File: config.mk
export PLATFORM = sky130hd
export DESIGN_NAME = pc_select_reg
export DESIGN_NICKNAME = d
export VERILOG_FILES = /design/src/rtl/pc_select_reg.sv
export SDC_FILE = /design/constraint.sdc
export NUM_CORES = 1
export LEC_CHECK = 0
export ABC_AREA = 1
export CAP_MARGIN = 10
export CORE_ASPECT_RATIO = 0.8
export CORE_MARGIN = 2
export CORE_UTILIZATION = 40
export CTS_CLUSTER_DIAMETER = 80
export DETAILED_ROUTE_END_ITERATION = 10
export GPL_ROUTABILITY_DRIVEN = 0
export PLACE_DENSITY = 0.8
export SETUP_SLACK_MARGIN = 0.2
export SKIP_CTS_REPAIR_TIMING = 1
export SLEW_MARGIN = 15
export SYNTH_ARGS = -nofsm -noshare
export SYNTH_HDL_FRONTEND = slang
export SYNTH_SLANG_ARGS = --single-unit
File: constraint.sdc
create_clock -name clk_i -period 7.4 [get_ports clk_i]
set_input_delay 1.48 -clock clk_i [delete_from_list [all_inputs] [get_ports clk_i]]
set_output_delay 1.48 -clock clk_i [all_outputs]
set_load 0.1 [all_outputs]
File: src/rtl/pc_select_reg.sv
// Next-PC unit: N-way PC-source mux, PC/prev-PC registers, and a one-cycle exception
// entry sequencer that captures EPC, rejected target address and fault cause.
module pc_select_reg #(
  parameter int unsigned      WIDTH      = 32,
  parameter int unsigned      NUM_SRC    = 5,
  parameter int unsigned      SEL_W      = 3,
  parameter int unsigned      ALIGN_BITS = 2,
  parameter logic [WIDTH-1:0] RESET_VEC  = '0
) (
  input  logic                     clk_i,
  input  logic                     rst_i,
  input  logic [NUM_SRC*WIDTH-1:0] src_flat_i,
  input  logic [SEL_W-1:0]         pcsrc_sel_i,
  input  logic                     pc_write_i,
  input  logic                     pc_write_cond_i,
  input  logic                     branch_taken_i,
  input  logic                     exc_req_i,
  input  logic [WIDTH-1:0]         exc_vector_i,
  output logic [WIDTH-1:0]         pc_o,
  output logic [WIDTH-1:0]         pc_prev_o,
  output logic [WIDTH-1:0]         epc_o,
  output logic [WIDTH-1:0]         badaddr_o,
  output logic                     exc_active_o,
  output logic [1:0]               fault_cause_o
);

  typedef enum logic [0:0] {StRun, StEntry} state_e;

  localparam logic [1:0] CauseNone     = 2'b00;
  localparam logic [1:0] CauseExternal = 2'b01;
  localparam logic [1:0] CauseMisalign = 2'b10;
  localparam logic [1:0] CauseBadSel   = 2'b11;

  // ALIGN_BITS = 0 yields an all-zero mask, which disables the alignment check.
  localparam logic [WIDTH-1:0] AlignMask = WIDTH'((64'd1 << ALIGN_BITS) - 64'd1);
  localparam logic [SEL_W:0]   NumSrcW   = (SEL_W + 1)'(NUM_SRC);

  state_e           state_q, state_d;
  logic [WIDTH-1:0] pc_q, pc_d;
  logic [WIDTH-1:0] pc_prev_q, pc_prev_d;
  logic [WIDTH-1:0] epc_q, epc_d;
  logic [WIDTH-1:0] badaddr_q, badaddr_d;
  logic [1:0]       cause_q, cause_d;

  logic [WIDTH-1:0] target;
  logic             bad_sel;
  logic             misaligned;
  logic             do_write;

  always_comb begin
    target = '0;
    for (int unsigned i = 0; i < NUM_SRC; i++) begin
      if (pcsrc_sel_i == SEL_W'(i)) begin
        target = src_flat_i[i*WIDTH +: WIDTH];
      end
    end
  end

  assign bad_sel    = {1'b0, pcsrc_sel_i} >= NumSrcW;
  assign misaligned = |(target & AlignMask);
  assign do_write   = pc_write_i | (pc_write_cond_i & branch_taken_i);

  // State and datapath registers
  always_ff @(posedge clk_i or posedge rst_i) begin
    if (rst_i) begin
      state_q   <= StRun;
      pc_q      <= RESET_VEC;
      pc_prev_q <= RESET_VEC;
      epc_q     <= '0;
      badaddr_q <= '0;
      cause_q   <= CauseNone;
    end else begin
      state_q   <= state_d;
      pc_q      <= pc_d;
      pc_prev_q <= pc_prev_d;
      epc_q     <= epc_d;
      badaddr_q <= badaddr_d;
      cause_q   <= cause_d;
    end
  end

  // Next-state logic; faults take priority over a normal write.
  always_comb begin
    state_d   = state_q;
    pc_d      = pc_q;
    pc_prev_d = pc_prev_q;
    epc_d     = epc_q;
    badaddr_d = badaddr_q;
    cause_d   = cause_q;
    unique case (state_q)
      StRun: begin
        if (exc_req_i) begin
          epc_d   = pc_q;
          cause_d = CauseExternal;
          state_d = StEntry;
        end else if (do_write && bad_sel) begin
          epc_d   = pc_q;
          cause_d = CauseBadSel;
          state_d = StEntry;
        end else if (do_write && misaligned) begin
          badaddr_d = target;
          epc_d     = pc_q;
          cause_d   = CauseMisalign;
          state_d   = StEntry;
        end else if (do_write) begin
          pc_prev_d = pc_q;
          pc_d      = target;
        end
      end
      StEntry: begin
        pc_prev_d = pc_q;
        pc_d      = exc_vector_i;
        state_d   = StRun;
      end
      default: state_d = StRun;
    endcase
  end

  always_comb begin
    exc_active_o  = (state_q == StEntry);
    pc_o          = pc_q;
    pc_prev_o     = pc_prev_q;
    epc_o         = epc_q;
    badaddr_o     = badaddr_q;
    fault_cause_o = cause_q;
  end

endmodule

; ---- Word-level counts from Yosys, hierarchy flattened
; Index checks and enable logic that the tools add are counted.
[totals]
regBits = 131
latch_bits = 0
ramBits = 0
romBits = 0
output_inout_bits = 131
memories = 0
[op_classes]
addsub = 0
multipliers = 0
n_div = 0
order_cmp = 1
eq_ne = 8
n_shift = 0
mux = 25
bitwise_logic = 5
reduce_logical = 8
[ops]
columns = operator, count
row1 = two-way mux 32 bit, 16
row2 = one-hot mux 32 bit (2 select lines), 2
row3 = != test 2 bit (second input constant), 4
row4 = AND reduction 4 bit, 2
row5 = equality test 3 x 2 -> 1 bit (second input constant), 2
row6 = two-way mux 2 bit, 3
row7 = equality test 3 x 1 -> 1 bit (second input constant), 1
row8 = equality test 3 bit (second input constant), 1
row9 = >= comparator 3 bit (second input constant), 1
row10 = zero test 3 bit, 1
row11 = two-way mux 1 bit, 3
row12 = inverter 1 bit, 3
row13 = nonzero test 3 bit, 1
row14 = logical AND 1 bit, 2
row15 = one-hot mux 1 bit (2 select lines), 1
row16 = AND reduction 2 bit, 1
row17 = OR reduction 2 bit, 1
row18 = bitwise AND 1 bit, 1
row19 = bitwise OR 1 bit, 1

; ---- Depth between registers and ports, before layout
[logic_depth]
ltp_word = 12
mapped_depth = 13
ltp_nobuf = 11

; ---- Worst setup path before layout
; No wires, ideal clock.
[synth_timing]
path_type = in2reg
start = input port pcsrc_sel_i[1]
end = register pc_q[0] (netlist: pc_o[0])
setup_ns = 0.122
arrival_time_ns = 2.765
required_time_ns = 7.278
setup_slack_ns = 4.513
cell_stages = 11
n_path_buf = 2
cell_sequence = buf_2 > nor2_4 > nand2_1 > or2_0 > nand2_1 > nand2_2 > nand3_4 > nand3_2 > buf_2 > nand2_1 > nand2_1
[synth_via]
elab_chain_len = 11
word_cells_on_any_way = 22
classes_between = order compare: 1 / eq/ne: 6 / mux: 10 / reduce/logical: 5
[synth_rtl]
columns = item, line
row1 = from (decl), 13  ; input logic [SEL_W-1:0] pcsrc_sel_i,
row2 = zero test 3 bit, 53  ; if (pcsrc_sel_i == SEL_W'(i)) begin
row3 = two-way mux 32 bit (5 in a row), 53
row4 = two-way mux 32 bit, 105  ; end else if (do_write) begin
row5 = two-way mux 32 bit, 100  ; end else if (do_write && misaligned) begin
row6 = two-way mux 32 bit, 96  ; end else if (do_write && bad_sel) begin
row7 = two-way mux 32 bit, 92  ; if (exc_req_i) begin
row8 = one-hot mux 32 bit (2 select lines), 90  ; unique case (state_q)
row9 = to (signal assigned), 74  ; pc_q <= pc_d;
row10 = to (decl), 39  ; logic [WIDTH-1:0] pc_q, pc_d;
; Parallel ways exist; a longest one is shown, timed or not. The select of a mux whose other input is x is not followed.
; A chain may end at the register's enable or synchronous reset.

; ---- Worst setup path in the final report
[layout_timing]
start = input port pcsrc_sel_i[0]
end = register pc_q[21] (netlist: pc_o[21])
; The elaborated chain is that of the path after synthesis.

==> flow_metrics.py <==
metrics = {
    "status": {
        "outcome": "completed",
    },
    "grt": {
        "grt_max_degree": 98,
        "grt.total_usage": 0.278,
        "grt_pass1_wl_mm": 39.3,
        "antenna_found_initial": 0,
        "grt_overflow": 0,
        "grt_pass1_vias": 7209,
    },
    "routing": {
        "wirelength_mm": 26.1,
        "drt-pass1-iter-count": 5,
        "drt_iter0_drc": 648,
        "avgRoutedWirePerCell_um": 17.1,
        "drc_errors": 0,
        "num_vias": 7804,
        "avgViaCountPerCell": 5.13,
        "ant_nets": 0,
    },
    "critical_path": {
        "reg2reg_to": "pc_o[21]",
        "cp_top_family": "simple AND/OR/NAND/NOR gates",
        "criticalPathCategory": "input pin to flop",
        "cpMostUsedCell": "nand2_1",
        "rrSetupSlack_ns": 3.89,
        "slowest_delay_ns": 0.80,
        "ff2ff_path_depth": 6,
        "cp_max_fo": 97,
        "cp-end-kind": "flop",
        "reg2reg_from": "exc_active_o",
        "critPathLaunchType": "input pin",
        "crit_buf_inv": 3,
        "arrival_ns": 5.63,
        "required_ns": 7.69,
        "crit_chain": "clkdlybuf4s50_1 > nor2_4 > inv_1 > nand3_1 > nand2_1 > nand2_4 > nand3_2 > buf_4 > nand2_1 > nand2_1",
        "slowest_stage": "nor2_4",
    },
    "final_layout": {
        "finalNonFillerCells": 1520,
        "drive_gt1_frac": 0.0402,
        "nets": 1483,
        "syn2layout_area_growth_pct": 57.3,
        "fillers": 1501,
        "insertedDiodeCount": 0,
    },
    "synthesis": {
        "synth-seq-area-share": 0.472,
        "synth-main-ff-cell": "dfrtp_1",
        "synth-edff-count": 0,
        "synth.avg_cell_area_um2": 6.99,
        "synth_cell_type_count": 19,
        "synth_common_cells": "478 x nand2_1, 131 x dfrtp_1, 128 x nand3_1",
        "synth_top_cell_by_area": "dfrtp_1",
        "synth_area_leaders": "dfrtp_1 47%, nand2_1 26%, nand3_1 9.2%, nand4_1 5.9%, nor2_1 3.7%",
        "synth_seq_cells": 131,
        "async_flop_share": 1.00,
        "synthCells": 995,
        "yosys_warnings": 0,
        "yosysTopAreaCellShare": 0.472,
        "synth_nets": 1196,
        "synth_area_mm2": 0.00695,
        "yosysMostFrequentCell": "nand2_1",
    },
    "hold_path": {
        "whs_path_depth": 2,
        "hp-class": "flop to flop",
        "whs_endpoint": "pc_prev_o[27]",
        "hold_start": "pc_prev_o[27]",
    },
    "timing": {
        "hold_violations": 0,
        "finalSetupViolCount": 0,
        "clock_skew_ns": 0.00897,
        "maxSlewHeadroom": 0.284,
        "max_clock_freq_mhz": 187,
        "rsz0062_at_grt": "no",
        "final-max-slew-violation-count": 0,
        "setup_tns_ns": 0,
        "final.min_clock_period_ns": 5.34,
        "post-route-period-util": 0.722,
        "tightest_slew_ns": 1.07,
    },
    "power": {
        "intPower_mw": 2.35,
        "combPwrFrac": 0.626,
        "power.density_mw_per_mm2": 533,
        "seq_power_share": 0.223,
        "swShare": 0.597,
        "switching_power_mw": 3.48,
        "power_frac_clock": 0.151,
        "ir_worst_vdd_uv": 513,
        "p_leak_nw": 5.45,
    },
    "floorplan": {
        "die_area_mm2": 0.0185,
        "rows": 43,
        "core_region_area_mm2": 0.0172,
        "ios": 332,
        "initial_core_util": 0.405,
        "die_h_um": 122,
        "die_width_um": 151,
    },
    "clock_network": {
        "cts.clk_slew.worst_paths_ns": 0.06,
        "cts_root_buf": "clkbuf_16",
        "tritoncts": "built",
        "cts_buffers": 17,
        "cts_sinks": 131,
        "h-tree-depth": 4,
        "worstSkewPairLatency_ns": 0.41,
        "clockBufferDepth": 2,
    },
    "run": {
        "cap_viol_max_count": 0,
    },
    "placement": {
        "dp.cells": 1488,
        "place.port_buffers": 331,
        "hpwlAfterDp_mm": 18.7,
    },
}
## power by group through the flow
stage,clock network (mW),registers (mW),logic (mW)
CTS,0.885,1.29,3.66
finish,0.881,1.30,3.65
global route,0.925,1.33,3.79
detailed placement,0,1.29,3.65
global placement,0,1.30,3.62
floorplan,0,3.45,0.515
## per-layer routing
| layer | GRT usage | up-vias | wire length (um) |
|---|---|---|---|
| met5 | 0 | - | 0 |
| met4 | 0.0876 | 0 | 634 |
| met3 | 0.0700 | 43 | 2260 |
| met2 | 0.441 | 401 | 12200 |
| met1 | 0.377 | 3620 | 11000 |
| li1 | - | 3740 | - |
## layout make-up
type,instances,area [um2],share of cell area
inverter,43,166,0.0152
multi-input combinational,750,3210,0.294
timing repair buffer,339,3370,0.309
clock buffer,19,443,0.0405
sequential,131,3280,0.300
tap,225,282,0.0258
clock inverter,13,176,0.0161
## sequential cells by signal, indices dropped and copies added (netlist names)
register	cells
badaddr_o	32
epc_o	32
exc_active_o	1
fault_cause_o	2
pc_o	32
pc_prev_o	32
## placed cells by master (no fill, tap or decap), types with 5 or more instances in the layout
cell type	n
clkinv_4	5
nand2_1	475
inv_1	40
clkbuf_16	17
buf_4	8
dfrtp_1	131
nand4_1	66
nand3_1	128
nor2_1	67
clkdlybuf4s50_1	331
## worst max-delay path by stage
stage	start	endpoint	slack, ns	depth (start not counted)
3_3_place_gp	pcsrc_sel_i[0]	fault_cause_o[1]	1.75	9
4_1_cts	pcsrc_sel_i[0]	pc_prev_o[14]	2.12	10
6_report	pcsrc_sel_i[0]	pc_o[21]	2.06	10
2_1_floorplan	rst_i	badaddr_o[0]	2.42	1
5_1_grt	pcsrc_sel_i[0]	pc_prev_o[28]	1.82	10
3_5_place_dp	pcsrc_sel_i[0]	pc_o[26]	1.73	10
## per-stage QoR
step | hold WS [ns] | util | instance area (um2) | setup WS, ns | total power, mW
after detailed placement | 0.458 | 0.600 | 10300 | 1.73 | 4.95
after global routing | 0.492 | 0.637 | 10900 | 1.82 | 6.04
after global placement | 0.456 | 0.600 | 10300 | 1.75 | 4.92
after floorplan | 0.974 | - | 6950 | 2.42 | 3.97
final | 0.477 | 0.637 | 10900 | 2.06 | 5.83
after CTS | 0.477 | 0.636 | 10900 | 2.12 | 5.84
## logic make-up (layout without fill, tap and decap cells)
kind of cell / Yosys count / after routing / synth area share
AOI/OAI and AO/OA: 3 / 3 / 0.00216
DFF: 131 / 131 / 0.472
buffers and inverters: 114 / 414 / 0.0702
and+or+nand+nor: 747 / 747 / 0.456
## worst reg2reg max path: stages, from the launching register on
cell,delay [ns]
dfrtp_1,0.63
inv_2,0.41
nand2_4,0.85
nand3_2,0.84
buf_4,0.51
nand2_1,0.11
nand2_1,0.06
No activity file was read; power rests on OpenSTA's default activity.
